## src/rtl/traffic_pkg.sv

```systemverilog
// Shared definitions for the intersection sequencer and the light-display decoder:
// one-hot colour codes, the phase enumeration and colour lookup helpers.
package traffic_pkg;

  localparam logic [3:0] OFF   = 4'b0000;
  localparam logic [3:0] RED   = 4'b0001;
  localparam logic [3:0] AMBER = 4'b0010;
  localparam logic [3:0] GREEN = 4'b0100;
  localparam logic [3:0] LEFT  = 4'b1000;

  typedef enum logic [2:0] {
    CLR_EW   = 3'd0,
    NS_LEFT  = 3'd1,
    NS_GREEN = 3'd2,
    NS_AMBER = 3'd3,
    CLR_NS   = 3'd4,
    EW_GREEN = 3'd5,
    EW_AMBER = 3'd6
  } state_t;

  // NS light for a given phase; anything unrecognised shows RED.
  function automatic logic [3:0] ns_colour_of(state_t s);
    logic [3:0] c;
    c = OFF;
    case (s)
      NS_LEFT:  c = LEFT;
      NS_GREEN: c = GREEN;
      NS_AMBER: c = AMBER;
      default:  c = RED;
    endcase
    return c;
  endfunction

  // EW light for a given phase; anything unrecognised shows RED.
  function automatic logic [3:0] ew_colour_of(state_t s);
    logic [3:0] c;
    c = OFF;
    case (s)
      EW_GREEN: c = GREEN;
      EW_AMBER: c = AMBER;
      default:  c = RED;
    endcase
    return c;
  endfunction

endpackage

```

## src/rtl/tick_gen.sv

```systemverilog
// One-second prescaler: tick pulses for one clk every TICK_DIV cycles,
// counted from the most recent reset or clr.
module tick_gen #(
  parameter int TICK_DIV = 50_000_000
) (
  input  logic clk,
  input  logic reset,
  input  logic clr,
  output logic tick
);

  localparam int            CW   = $clog2(TICK_DIV);
  localparam logic [CW-1:0] LAST = CW'(TICK_DIV - 1);

  logic [CW-1:0] count_q;

  assign tick = (count_q == LAST);

  // Count cycles since the last clear, wrapping to zero on each tick.
  always_ff @(posedge clk) begin
    // NOTE: state registers use non-blocking assignments so every flop samples pre-edge values.
    if (reset || clr || tick) begin
      count_q <= '0;
    end else begin
      count_q <= count_q + 1'b1;
    end
  end

endmodule

```

## src/rtl/traffic_light_fsm.sv

```systemverilog
// Timed two-road intersection sequencer with an on-demand protected NS left turn.
// Outputs are Moore: colours and phase_start are registered alongside the state.
module traffic_light_fsm
  import traffic_pkg::*;
#(
  parameter int TICK_DIV  = 50_000_000,
  parameter int GREEN_SEC = 10,
  parameter int AMBER_SEC = 3,
  parameter int LEFT_SEC  = 5,
  parameter int CLEAR_SEC = 1
) (
  input  logic       clk,
  input  logic       reset,
  input  logic       left_request,
  output logic [3:0] ns_colour,
  output logic [3:0] ew_colour,
  output logic [7:0] sec_remaining,
  output logic       phase_start
);

  state_t     state_q, state_d;
  logic [7:0] elapsed_q;      // whole seconds completed in the current phase
  logic       left_pend_q;
  logic       phase_start_q;
  logic [3:0] ns_colour_q, ew_colour_q;
  logic [7:0] dur;
  logic       phase_done;     // last cycle of the phase (or illegal state): leave on next edge
  logic       tick;

  // Phase length in seconds; illegal encodings fall back to the clearance length.
  function automatic logic [7:0] duration_of(state_t s);
    logic [7:0] d;
    d = 8'(CLEAR_SEC);
    case (s)
      NS_LEFT:            d = 8'(LEFT_SEC);
      NS_GREEN, EW_GREEN: d = 8'(GREEN_SEC);
      NS_AMBER, EW_AMBER: d = 8'(AMBER_SEC);
      default:            d = 8'(CLEAR_SEC);
    endcase
    return d;
  endfunction

  // Prescaler restarts on every phase entry so each phase is exactly D ticks long.
  tick_gen #(.TICK_DIV(TICK_DIV)) u_tick_gen (
    .clk   (clk),
    .reset (reset),
    .clr   (phase_done),
    .tick  (tick)
  );

  // Next-phase selection: leave when the final second of the phase ticks out.
  always_comb begin
    // NOTE: every output gets a default first so no path leaves a latch behind.
    dur        = duration_of(state_q);
    phase_done = tick && (elapsed_q == dur - 8'd1);
    state_d    = state_q;
    case (state_q)
      CLR_EW:   if (phase_done) state_d = left_pend_q ? NS_LEFT : NS_GREEN;
      NS_LEFT:  if (phase_done) state_d = NS_GREEN;
      NS_GREEN: if (phase_done) state_d = NS_AMBER;
      NS_AMBER: if (phase_done) state_d = CLR_NS;
      CLR_NS:   if (phase_done) state_d = EW_GREEN;
      EW_GREEN: if (phase_done) state_d = EW_AMBER;
      EW_AMBER: if (phase_done) state_d = CLR_EW;
      default: begin
        state_d    = CLR_EW;
        phase_done = 1'b1;
      end
    endcase
  end

  // State, seconds counter, left-turn latch and registered Moore outputs.
  always_ff @(posedge clk) begin
    if (reset) begin
      state_q       <= CLR_EW;
      elapsed_q     <= 8'd0;
      left_pend_q   <= 1'b0;
      phase_start_q <= 1'b1;
      ns_colour_q   <= RED;
      ew_colour_q   <= RED;
    end else begin
      state_q       <= state_d;
      phase_start_q <= phase_done;
      ns_colour_q   <= ns_colour_of(state_d);
      ew_colour_q   <= ew_colour_of(state_d);
      if (phase_done) begin
        elapsed_q <= 8'd0;
      end else if (tick) begin
        elapsed_q <= elapsed_q + 8'd1;
      end
      // Entering the left phase consumes the request, even one arriving this cycle.
      if (phase_done && state_d == NS_LEFT) begin
        left_pend_q <= 1'b0;
      end else begin
        left_pend_q <= left_pend_q | left_request;
      end
    end
  end

  assign ns_colour     = ns_colour_q;
  assign ew_colour     = ew_colour_q;
  assign phase_start   = phase_start_q;
  assign sec_remaining = dur - elapsed_q;

endmodule

```

## config.mk

```make
export PLATFORM = sky130hd
export DESIGN_NAME = traffic_light_fsm
export DESIGN_NICKNAME = d
export VERILOG_FILES = /design/src/rtl/traffic_pkg.sv /design/src/rtl/tick_gen.sv /design/src/rtl/traffic_light_fsm.sv
export SDC_FILE = /design/constraint.sdc
export NUM_CORES = 1
export LEC_CHECK = 0
export ABC_CLOCK_PERIOD_IN_PS = 3200
export CORE_ASPECT_RATIO = 1.1
export CORE_MARGIN = 2
export CORE_UTILIZATION = 40
export CTS_CLUSTER_DIAMETER = 150
export DETAILED_ROUTE_END_ITERATION = 10
export HOLD_SLACK_MARGIN = 0.02
export PLACE_DENSITY = 0.55
export SLEW_MARGIN = 20
export SYNTH_ARGS = -nofsm -noshare
export SYNTH_HDL_FRONTEND = slang
export SYNTH_SLANG_ARGS = --single-unit
```

## constraint.sdc

```tcl
create_clock -name clk -period 3.2 [get_ports clk]
set_clock_uncertainty 0.2 [all_clocks]
set_input_delay 0.32 -clock clk [delete_from_list [all_inputs] [get_ports clk]]
set_output_delay 0.32 -clock clk [all_outputs]
set_load 0.01 [all_outputs]
```

==> impl_metrics.tcl <==
set metrics [dict create \
    fillers 583 \
    clk_latency_ns 0.29 \
    grt_start_max_net_pins 26 \
    criticalPathCategory "reg -> out" \
    regArea_um2 924.6 \
    synth.ff_latch_count 46 \
    finalSetupViolCount 0 \
    cp.required_ns 2.68 \
    dieHeight_um 86.25 \
    drtPass1Iterations 4 \
    io_buffers 18 \
    cts_sinks 46 \
    clock_path_buffers 2 \
    ir_worst_vdd_uv 201.5 \
    synth_seq_area_share 0.3744 \
    htreeDepth 2 \
    drive_gt1_frac 0.1003 \
    fin_util 0.4802 \
    muxShareOfSynthArea 0.008647 \
    io_pins 20 \
    antenna_found_initial 0 \
    grt_overflow 0 \
    track_usage 0.1468 \
    critPathLaunchType "register" \
    rows 29 \
    start_util 0.4211 \
    p_leak_nw 1.023 \
    synth_flop_cell "dfxtp_1" \
    synth_fp_nets 294 \
    grt_setup_unrepaired "no" \
    via_per_inst 4.984 \
    max_freq_mhz 332.0 \
    diodes 0 \
    place_congestion 0.7473 \
    hold_buffers 0 \
    syn_to_final_growth_pct 14.04 \
    worst-path-max-fanout 20 \
    hold_path_depth 1 \
    synth_xor_xnor_area_share 0.1353 \
    fin_crit_sh 0.9412 \
    synth_edf_count 0 \
    yosys_warnings 0 \
    wl_per_cell_um 12.10 \
    max_cap_viol_count 0 \
    drt_iter0_markers 111 \
    clock-root-buffer "clkbuf_8" \
    clk_pin_slew_ns 0.08 \
    vias 1874 \
    routed_wl_mm 4.548 \
    ant_nets 0 \
    drcViolationCount 0 \
    tns_ns 0 \
    ff2ff_path_depth 9 \
    async_flop_share 0 \
    coreArea_um2 5842 \
    run_status "complete, no violations" \
    hp-class "reg -> reg" \
    layout.nets 308 \
    dieArea_um2 6794 \
    power_density_nw_per_um2 350.4 \
    grt_pass1_wl_mm 8.079 \
    cp-end-kind "output pin" \
    worstPathArrival_ns 2.49 \
    syn_inst 284 \
    synth-simple-area-share 0.2909 \
    grt_pass1_vias 1777 \
    maxSlewViolCount 0 \
    syn_area_um2 2460 \
    multi_input_area_um2 1418 \
    synth_cell_types 56 \
    hpwl_mm 3.111 \
    min_period_ns 3.012 \
    cts_buffers 5 \
    hold_violations 0 \
    synthAdderAreaFrac 0.04273 \
    synth_compound_area_frac 0.08901 \
    cts_tree "done" \
    syn_avg_cell_area_um2 8.661 \
    synth_top_family_by_area "simple AND/OR/NAND/NOR gates" \
    die_x_um 78.77 \
]
[cell usage in the layout, fill, tap and decap left out, types with 3 or more instances in the layout]
| cell type | synthesis | routed |
|---|---|---|
| a21oi_1 | 5 | 4 |
| and2_1 | 3 | 3 |
| and4_1 | 6 | 6 |
| buf_4 | 4 | 8 |
| clkbuf_8 | 0 | 6 |
| clkdlybuf4s50_1 | 0 | 16 |
| dfxtp_1 | 46 | 45 |
| ha_1 | 6 | 6 |
| inv_1 | 9 | 9 |
| nand2_1 | 19 | 18 |
| nand2b_1 | 4 | 4 |
| nand3_1 | 13 | 13 |
| nand4_1 | 8 | 8 |
| nor2_1 | 38 | 38 |
| nor2b_1 | 5 | 5 |
| nor3_1 | 11 | 11 |
| nor3b_1 | 3 | 3 |
| nor4_1 | 6 | 6 |
| nor4b_1 | 4 | 4 |
| o21ai_1 | 1 | 3 |
| xnor2_1 | 21 | 20 |
| xor2_1 | 17 | 17 |
[cell families (layout without fill, tap and decap cells)]
family                   count (synthesis)  after routing
AO/OA/AOI/OAI                           29             29
XOR/XNOR                                38             38
adder cells (fa/ha/maj)                  8              8
buffers and inverters                   28             43
flip-flops                              46             46
multiplexers                             2              2
other                                    1              1
AND/OR/NAND/NOR                        132            132
[path summary, 6_finish.rpt]
kind                      endpoint             startpoint  slack [ns]
min          u_tick_gen.count_q[0]  u_tick_gen.count_q[0]        0.26
max reg2reg           ns_colour[3]             state_q[2]        0.71
min reg2reg  u_tick_gen.count_q[0]  u_tick_gen.count_q[0]        0.26
max               sec_remaining[7]             state_q[0]        0.19
[cell type report]
type | instances | area share
clock buffer | 7 | 0.03078
clock inverter | 1 | 0.001784
inverter | 9 | 0.01204
multi-input combinational | 210 | 0.5054
sequential | 46 | 0.3296
tap | 77 | 0.03434
timing repair buffer | 26 | 0.08608
[repair_timing]
item                       CTS  global route
buffers inserted             0             1
gates resized for setup      5             6
setup endpoints to repair    4             3
pin swaps                    0             1
[report_power, final]
group / switching [mW] / internal (mW) / leakage [nW]
registers: 0.00588 / 0.577 / 0.373
clock network: 0.186 / 0.174 / 0.0482
logic: 0.0226 / 0.0173 / 0.602
total: 0.214 / 0.769 / 1.02
[registers in the layout, summed over array words and instances, names as in the netlist]
name and flops:
u_tick_gen.count_q 26, elapsed_q 8, ns_colour 4, ew_colour 3, state_q 3, left_pend_q 1, phase_start 1
[metal layers]
| layer | vias to the layer above | track usage | routed length (um) |
|---|---|---|---|
| met4 | 0 | 0.04785 | 65 |
| met3 | 5 | 0.03125 | 170 |
| met2 | 26 | 0.2409 | 2090 |
| met1 | 846 | 0.1932 | 2221 |
| li1 | 997 | - | - |
| met5 | - | 0 | 0 |
[Yosys cell counts (2+ instances only)]
cell type | n | area share
dfxtp_1 | 46 | 0.37
nor2_1 | 38 | 0.058
xnor2_1 | 21 | 0.075
nand2_1 | 19 | 0.029
xor2_1 | 17 | 0.061
nand3_1 | 13 | 0.026
nor3_1 | 11 | 0.022
inv_1 | 9 | 0.014
nand4_1 | 8 | 0.020
clkbuf_1 | 7 | 0.011
and4_1 | 6 | 0.021
ha_1 | 6 | 0.031
nor4_1 | 6 | 0.015
a21oi_1 | 5 | 0.010
buf_2 | 5 | 0.010
nor2b_1 | 5 | 0.013
buf_4 | 4 | 0.012
nand2b_1 | 4 | 0.010
nor4b_1 | 4 | 0.014
o21ai_0 | 4 | 0.0081
and2_1 | 3 | 0.0076
nor3b_1 | 3 | 0.0092
o22ai_1 | 3 | 0.0076
a31oi_1 | 2 | 0.0051
and3_1 | 2 | 0.0051
buf_6 | 2 | 0.0092
o21bai_1 | 2 | 0.0061
[stage by stage]
step                setup WS (ns)  cell area, um^2  hold WS (ns)  power [mW]  cells
CTS                      0.006205             2786        0.2699       1.004    375
finish                     0.1880             2805        0.2621      0.9828    376
global placement           0.2636             2681        0.2448      0.6373    367
detailed placement         0.2183             2681        0.2506      0.6376    367
floorplan                  0.3705             2460        0.2260      0.6278    284
global route             0.006578             2805        0.3018       1.029    376
[worst max-delay path: stages, from the launching register on]
cell             delay [ns]
dfxtp_1                0.35
buf_4                  0.24
nor3b_1                0.22
ha_1                   0.30
o21ai_1                0.11
a21boi_1               0.12
o21ai_1                0.16
xor2_1                 0.15
clkdlybuf4s50_1        0.54
Note: power is estimated with default switching activity, not from simulation.
